==> src/rtl/skylark_pkg.sv <==
// Shared types and constants for the core's hazard control logic.
package skylark_pkg;

    // ALU operand source select driven into the EX-stage operand muxes.
    typedef enum logic [1:0] {
        FWD_RF  = 2'b00,
        FWD_WB  = 2'b01,
        FWD_MEM = 2'b10
    } fwd_sel_t;

    // Multi-cycle execute sequencer states.
    typedef enum logic {
        MC_IDLE = 1'b0,
        MC_BUSY = 1'b1
    } mc_state_t;

    // Architectural zero register; never a forwarding or hazard source.
    localparam logic [4:0] REG_ZERO = 5'd0;

    // Returns 1 when a writing producer targets the given consumer source register.
    function automatic logic reg_match(input logic       we,
                                       input logic [4:0] rd,
                                       input logic [4:0] rs);
        return we && (rd != REG_ZERO) && (rd == rs);
    endfunction

endpackage

==> src/rtl/hazard_ctrl_mc_sequencer.sv <==
// Multi-cycle execute sequencer: holds the front of the pipe while a
// multi-cycle op sits in EX, and flags the final EX cycle of the op.
module mc_sequencer
    import skylark_pkg::*;
#(
    parameter int MC_CYCLES = 4,
    parameter int CNT_W     = 4
) (
    input  logic clk,
    input  logic reset,
    input  logic mc_op_E,
    output logic mcStall,
    output logic mc_busy,
    output logic mc_done
);

    // The first EX cycle is spent in IDLE, and the final one in BUSY with
    // the counter at zero, so the counter is loaded with MC_CYCLES-2.
    localparam logic [CNT_W-1:0] CNT_INIT = CNT_W'(MC_CYCLES - 2);

    mc_state_t        state;
    logic [CNT_W-1:0] cnt;

    // State and counter update; reset aborts any op in flight.
    always_ff @(posedge clk or posedge reset) begin
        if (reset) begin
            state   <= MC_IDLE;
            cnt     <= '0;
            mc_busy <= 1'b0;
        end else begin
            case (state)
                MC_IDLE: begin
                    if (mc_op_E) begin
                        state   <= MC_BUSY;
                        cnt     <= CNT_INIT;
                        mc_busy <= 1'b1;
                    end
                end
                MC_BUSY: begin
                    if (cnt != '0) begin
                        cnt <= cnt - 1'b1;
                    end else begin
                        state   <= MC_IDLE;
                        mc_busy <= 1'b0;
                    end
                end
                default: begin
                    state   <= MC_IDLE;
                    cnt     <= '0;
                    mc_busy <= 1'b0;
                end
            endcase
        end
    end

    // Stall decode: the op's first cycle is seen while still IDLE, so the
    // stall there must follow mc_op_E combinationally. Gated by reset so the
    // hold drops in the same cycle reset is asserted.
    always_comb begin
        mcStall = 1'b0;
        mc_done = 1'b0;
        if (!reset) begin
            if (state == MC_IDLE) begin
                mcStall = mc_op_E;
            end else begin
                mcStall = (cnt != '0);
                mc_done = (cnt == '0);
            end
        end
    end

endmodule

==> src/rtl/hazard_ctrl.sv <==
// Central hazard controller for the 5-stage core: operand forwarding,
// load-use detection, branch flushing and multi-cycle execute holds.
module hazard_ctrl
    import skylark_pkg::*;
#(
    parameter int MC_CYCLES = 4,
    parameter int CNT_W     = 4
) (
    input  logic       clk,
    input  logic       reset,
    input  logic [4:0] rs1_D,
    input  logic [4:0] rs2_D,
    input  logic [4:0] rs1_E,
    input  logic [4:0] rs2_E,
    input  logic [4:0] rd_E,
    input  logic       RegWE_W_E,
    input  logic [4:0] rd_M,
    input  logic       RegWE_M,
    input  logic [4:0] rd_W,
    input  logic       RegWE_W,
    input  logic       PCSrcE,
    input  logic       mc_op_E,
    output logic       StallF,
    output logic       StallD,
    output logic       StallE,
    output logic       FlushD,
    output logic       FlushE,
    output logic       FlushM,
    output logic [1:0] ForwardAE,
    output logic [1:0] ForwardBE,
    output logic       mc_busy,
    output logic       mc_done
);

    logic     mcStall;
    logic     lwStall;
    fwd_sel_t fwd_a;
    fwd_sel_t fwd_b;

    mc_sequencer #(
        .MC_CYCLES (MC_CYCLES),
        .CNT_W     (CNT_W)
    ) u_mc_seq (
        .clk     (clk),
        .reset   (reset),
        .mc_op_E (mc_op_E),
        .mcStall (mcStall),
        .mc_busy (mc_busy),
        .mc_done (mc_done)
    );

    // Operand forwarding: the younger MEM result wins over WB; x0 never forwards.
    always_comb begin
        fwd_a = FWD_RF;
        fwd_b = FWD_RF;
        if (reg_match(RegWE_M, rd_M, rs1_E)) begin
            fwd_a = FWD_MEM;
        end else if (reg_match(RegWE_W, rd_W, rs1_E)) begin
            fwd_a = FWD_WB;
        end
        if (reg_match(RegWE_M, rd_M, rs2_E)) begin
            fwd_b = FWD_MEM;
        end else if (reg_match(RegWE_W, rd_W, rs2_E)) begin
            fwd_b = FWD_WB;
        end
    end

    assign ForwardAE = fwd_a;
    assign ForwardBE = fwd_b;

    // Load-use detection against the instruction currently in ID.
    always_comb begin
        lwStall = 1'b0;
        if (!reset) begin
            lwStall = reg_match(RegWE_W_E, rd_E, rs1_D) ||
                      reg_match(RegWE_W_E, rd_E, rs2_D);
        end
    end

    // Stall/flush combination. A multi-cycle hold suppresses the load-use
    // bubble (EX is frozen, so the check simply re-runs when the op leaves),
    // and a taken branch overrides any front-end hold.
    always_comb begin
        StallF = 1'b0;
        StallD = 1'b0;
        StallE = 1'b0;
        FlushD = 1'b0;
        FlushE = 1'b0;
        FlushM = 1'b0;
        if (!reset) begin
            StallF = (lwStall || mcStall) && !PCSrcE;
            StallD = (lwStall || mcStall) && !PCSrcE;
            StallE = mcStall;
            FlushD = PCSrcE;
            FlushE = PCSrcE || (lwStall && !mcStall);
            FlushM = mcStall;
        end
    end

endmodule

==> config.mk <==
export PLATFORM = sky130hd
export DESIGN_NAME = hazard_ctrl
export DESIGN_NICKNAME = d
export VERILOG_FILES = /design/src/rtl/skylark_pkg.sv /design/src/rtl/hazard_ctrl_mc_sequencer.sv /design/src/rtl/hazard_ctrl.sv
export SDC_FILE = /design/constraint.sdc
export NUM_CORES = 1
export LEC_CHECK = 0
export CAP_MARGIN = 20
export CORE_ASPECT_RATIO = 1.2
export CORE_MARGIN = 3
export CORE_UTILIZATION = 37
export DETAILED_ROUTE_END_ITERATION = 10
export GPL_TIMING_DRIVEN = 0
export MAX_ROUTING_LAYER = met4
export PLACE_DENSITY = 0.85
export SLEW_MARGIN = 5
export SYNTH_ARGS = -nofsm -noshare
export SYNTH_HDL_FRONTEND = slang
export SYNTH_HIERARCHICAL = 1
export SYNTH_SLANG_ARGS = --single-unit
==> constraint.sdc <==
create_clock -name clk -period 4 [get_ports clk]
set_input_delay 0.8 -clock clk [delete_from_list [all_inputs] [get_ports clk]]
set_output_delay 0.8 -clock clk [all_outputs]
set_load 0.005 [all_outputs]
Word level (Yosys, flattened, before mapping):

Cells that the tools add are included.

* register bits after elaboration: 6
* input port bits: 42
* output and inout bits: 12
* word-level logic and storage cells: 59

* add/subtract/negate cells: 1
* eq/ne operators: 9
* muxes and demuxes: 22
* bitwise gates (word level): 1
* reduce and logical (&&, ||, !) cells: 23

Operator list (count)
* == test 5 bit: 6
* two-way mux 1 bit: 15
* nonzero test 5 bit: 3
* logical AND 1 bit: 11
* two-way mux 4 bit: 2
* case mux 4 bit (2 select lines): 1
* != test 2 bit, second input constant: 3
* logical NOT 4 bit: 1
* two-way mux 2 bit: 2
* case mux 1 bit (2 select lines): 2
* AND reduction 2 bit: 2
* nonzero test 4 bit: 1
* subtractor 4 x 1 -> 4 bit, second input constant: 1
* logical OR 1 bit: 3
* logical NOT 1 bit: 2
* NOT 1 bit: 1

Logic depth before layout (Yosys ltp):

* depth after elaboration: 8
* depth in mapped cells: 7
* mapped depth without buffers: 7

Hierarchy:

The synthesis kept the hierarchy.

Modules (own cells, without submodules)
* hazard_ctrl: instances 1, cells an instance 59, area each 454.2 um^2, sequential area each 0.0 um^2
* mc_sequencer: instances 1, cells an instance 31, area each 310.3 um^2, sequential area each 150.1 um^2

Worst setup path after synthesis:

OpenSTA, ideal clock, no wires.

* path type: input -> output
* start: input port rd_E[2]
* end: output port StallF
* data arrival time: 1854 ps
* required time: 3200 ps
* setup slack: 1346 ps
* stages on the path: 5
* path buffers: 1
* cells stage by stage: or4_1 > nor2_1 > or4b_2 > o2bb2ai_1 > buf_4

* cells in the longest elaborated chain, start to end: 8

Ends and longest elaborated chain
* start, declared: line hazard_ctrl.sv:15 `input logic [4:0] rd_E,`
* nonzero test 5 bit: line skylark_pkg.sv:24 `return we && (rd != REG_ZERO) && (rd == rs);`
* logical AND 1 bit (2 in a row): line skylark_pkg.sv:24
* logical OR 1 bit *: line hazard_ctrl.sv:75 `lwStall = reg_match(RegWE_W_E, rd_E, rs1_D) ||`
* two-way mux 1 bit *: line hazard_ctrl.sv:74 `if (!reset) begin`
* logical OR 1 bit *
* logical AND 1 bit *
* two-way mux 1 bit *
* end, declared: line hazard_ctrl.sv:23 `output logic StallF,`

Mark *: on every way between the ends. The rest lies on a longest branch, timed or not.

Worst setup path after layout:

* start: input port rd_E[2]
* end: output port StallF

* cells in the longest elaborated chain, start to end: 8

Ends and longest elaborated chain
* nonzero test 5 bit: line skylark_pkg.sv:24
* logical AND 1 bit (2 in a row): line skylark_pkg.sv:24
* logical OR 1 bit *: line hazard_ctrl.sv:75
* two-way mux 1 bit *: line hazard_ctrl.sv:74
* logical OR 1 bit *: line hazard_ctrl.sv:91 `StallF = (lwStall || mcStall) && !PCSrcE;`
* logical AND 1 bit *: line hazard_ctrl.sv:91
* two-way mux 1 bit *: line hazard_ctrl.sv:90 `if (!reset) begin`

Marked as above.

==> impl_results.md <==
- Crit Path Category: in2out
- Area Growth Syn to Fin: 75.5%
- Cts repair resizes: 0
- Worst min path class: reg2reg
- Placer Congestion: 0.885
- Tot Pwr: 425 uW
- Worst vdd ir: 0.279 mV
- Worst EP required: 3.20 ns
- Worst Clk Skew: 0.00658 ns
- Total setup buffers inserted after CTS: 0
- Clock sink total: 6
- Netlist Area Pre-Place: 764 um2
- Clk root buf: clkbuf_4
- Post-synth cell types: 30
- Synthesis-stage register bit count: 6
- Worst-path fanout max: 3
- Overall Global Routing Usage: 18.8%
- Max Clk Rate: 0.269 GHz
- Drt pass-1 iters: 3
- Die ar.: 2650 um2
- Initial Utilization: 40.4%
- Die Width: 47.5 um
- Clock transition at path regs: 0.05 ns
- Sequential cell area: 150 um2
- Finished Core Util: 70.9%
- CTS tree: yes
- Pin count of the biggest net entering global routing: 8
- Initial DRC count: 9
- NumNets Final: 192
- DP HPWL: 2090 um
- First-pass GRT wire length: 3590 um
- Final setup vio count: 0
- Ant diodes: 0
- RSZ-0062 raised after global routing: false
- Fin. max-slew vios: 0
- DRC: 0
- Clock latency on the worst-skew pair: 0.25 ns
- Outcome: finished, final reports clean
- Pwr dens: 317 nW/um2
- TritonCTS buffer count: 3
- Initial antenna violation count: 0
- Final min period: 3.72 ns
- CTS max path bufs: 2
- Syn Inst Count: 90
- Slew @ Worst Pin: 0.461 ns
- Avg Inst Size Synth: 8.49 um2
- Worst setup EP type: output pin
- Final ANT Viol Nets: 0
- Multi-input gate area: 577 um2
- Hold Violations, Final: 0
- Max-cap violations: 0
- Seq/Total Area, Yosys: 19.6%
- H-tree lvl count: 1
- Fillers: 161
- Setup ws final: 0.284 ns
- Layout cells sized above 1: 6.85%
- Leak pwr: 0.000545 uW
- Slew margin rel.: 69.0%
- WP data arrival: 2.92 ns
- Ys Warns: 6
- Port bufs: 53
- Core Area: 1890 um2
- Grt total ovfl: 0
- CTS Hold Bufs: 0
- Via-per-instance ratio: 5.12
- DR WL/cell: 14.5 um
- Net count after synthesis: 134
- IO Pins: 54
- Final Cycle Share: 92.9%
- Placement Setup Slack: 0.279 ns
- Row count: 17
- Setup TNS: 0 ns
- Via Count: 844
- Startpoint class of the critical path: primary input
- Vias in the first global route: 881
- Die Y: 55.8 um
- Final wirelength: 2400 um
==> layout by cell type, fill, tap and decap left out, types with 2 or more instances in the layout <==
cell type        instances
clkdlybuf4s50_1         53
xor2_1                  24
nor2_1                   8
or4_1                    6
xnor2_1                  6
inv_1                    6
dfrtp_1                  6
nand3_1                  3
clkbuf_4                 3
nor4_1                   2
o21ai_1                  2
nor4_2                   2
nor2b_1                  2
nor3_1                   2
buf_4                    2
o21ai_0                  2
ha_1                     2
==> cells in the mapped netlist <==
| library cell | n | area share, % |
|---|---|---|
| or4b_2 | 1 | 1.3 |
| ha_1 | 2 | 3.3 |
| nor3_1 | 2 | 1.3 |
| nor2_1 | 8 | 3.9 |
| nand3_1 | 3 | 2.0 |
| nor4_2 | 2 | 3.3 |
| nand2b_1 | 1 | 0.82 |
| xor2_1 | 24 | 27 |
| inv_1 | 6 | 2.9 |
| o22a_1 | 1 | 1.1 |
| and2_1 | 1 | 0.82 |
| buf_4 | 2 | 2.0 |
| a22o_2 | 1 | 1.3 |
| xnor2_1 | 6 | 6.9 |
| a21o_1 | 1 | 0.98 |
| o2bb2ai_1 | 1 | 1.1 |
| o21ai_2 | 1 | 1.1 |
| o21ai_0 | 2 | 1.3 |
| nand2_1 | 1 | 0.49 |
| o21ai_1 | 2 | 1.3 |
| o31ai_1 | 1 | 0.98 |
| o32ai_1 | 1 | 1.1 |
| a31oi_1 | 1 | 0.82 |
| a22oi_1 | 1 | 0.98 |
| mux2i_1 | 1 | 1.3 |
| dfrtp_1 | 6 | 20 |
| nor2b_1 | 2 | 1.6 |
| or4_1 | 6 | 5.9 |
| nor4_1 | 2 | 1.6 |
| a22o_1 | 1 | 1.1 |
==> through the flow <==
step           std cells  hold WS [ns]  area [um2]
2_1_floorplan         90         0.489         764
4_1_cts              165         0.515        1340
5_1_grt              165         0.537        1340
6_report             165         0.509        1340
3_5_place_dp         162         0.489        1320
3_3_place_gp         162         0.488        1320
==> kinds of logic after synthesis <==
kind of cell | count (synthesis) | share of synthesized area (%)
flops | 6 | 19.6
simple gates | 29 | 23.1
compound gates | 14 | 13.4
mux | 1 | 1.31
buf+inv | 8 | 4.91
fa+ha+maj | 2 | 3.27
xor+xnor | 30 | 34.4
==> state kept, by name (all words and copies together) (netlist names) <==
| signal | flops |
|---|---|
| u_mc_seq/mc_busy | 1 |
| u_mc_seq/state | 1 |
| u_mc_seq/cnt | 4 |
==> final timing paths <==
path,startpoint,end,slack (ns),cells past startpoint
worst min register to register,u_mc_seq/mc_busy,u_mc_seq/mc_busy,0.51,1
max in group asynchronous,reset,u_mc_seq/cnt[2],2.85,2
min in group asynchronous,reset,u_mc_seq/mc_busy,0.93,2
worst max register to register,u_mc_seq/cnt[0],u_mc_seq/cnt[3],2.59,5
worst min-delay path,u_mc_seq/mc_busy,u_mc_seq/mc_busy,0.51,1
worst max-delay path,rd_E[2],StallF,0.28,7
==> cell type report <==
| cell class | instances | share of cell area [%] |
|---|---|---|
| Clock buffer | 3 | 1.68 |
| Inverter | 6 | 1.68 |
| Sequential cell | 6 | 11.2 |
| Buffer | 2 | 1.12 |
| Multi-Input combinational cell | 76 | 43.0 |
| Timing Repair Buffer | 53 | 39.6 |
| Tap cell | 19 | 1.77 |
==> metal layers <==
metal / vias to the layer above / track usage (%) / share of wire, %
met4: 0 / 7.51 / 1.5
met3: 4 / 3.88 / 8.7
li1: 433 / - / -
met5: - / - / 0
met2: 32 / 32.4 / 49
met1: 375 / 19.5 / 41
==> worst max-delay path, stage by stage <==
cell and delay (ns):
clkdlybuf4s50_1 0.53, or4_1 0.14, nor2_1 0.04, or4b_2 0.60, o2bb2ai_1 0.18, buf_4 0.13
clkdlybuf4s50_1 0.50
==> where the power goes <==
part	internal, uW	total, uW	switching [uW]	leakage, uW
registers	91.8	118	26.5	0.0000703
clock network	34.1	57.7	23.7	0.0000138
logic	143	249	106	0.000461
total	269	425	156	0.000545
Note: power is estimated with default switching activity, not from simulation.
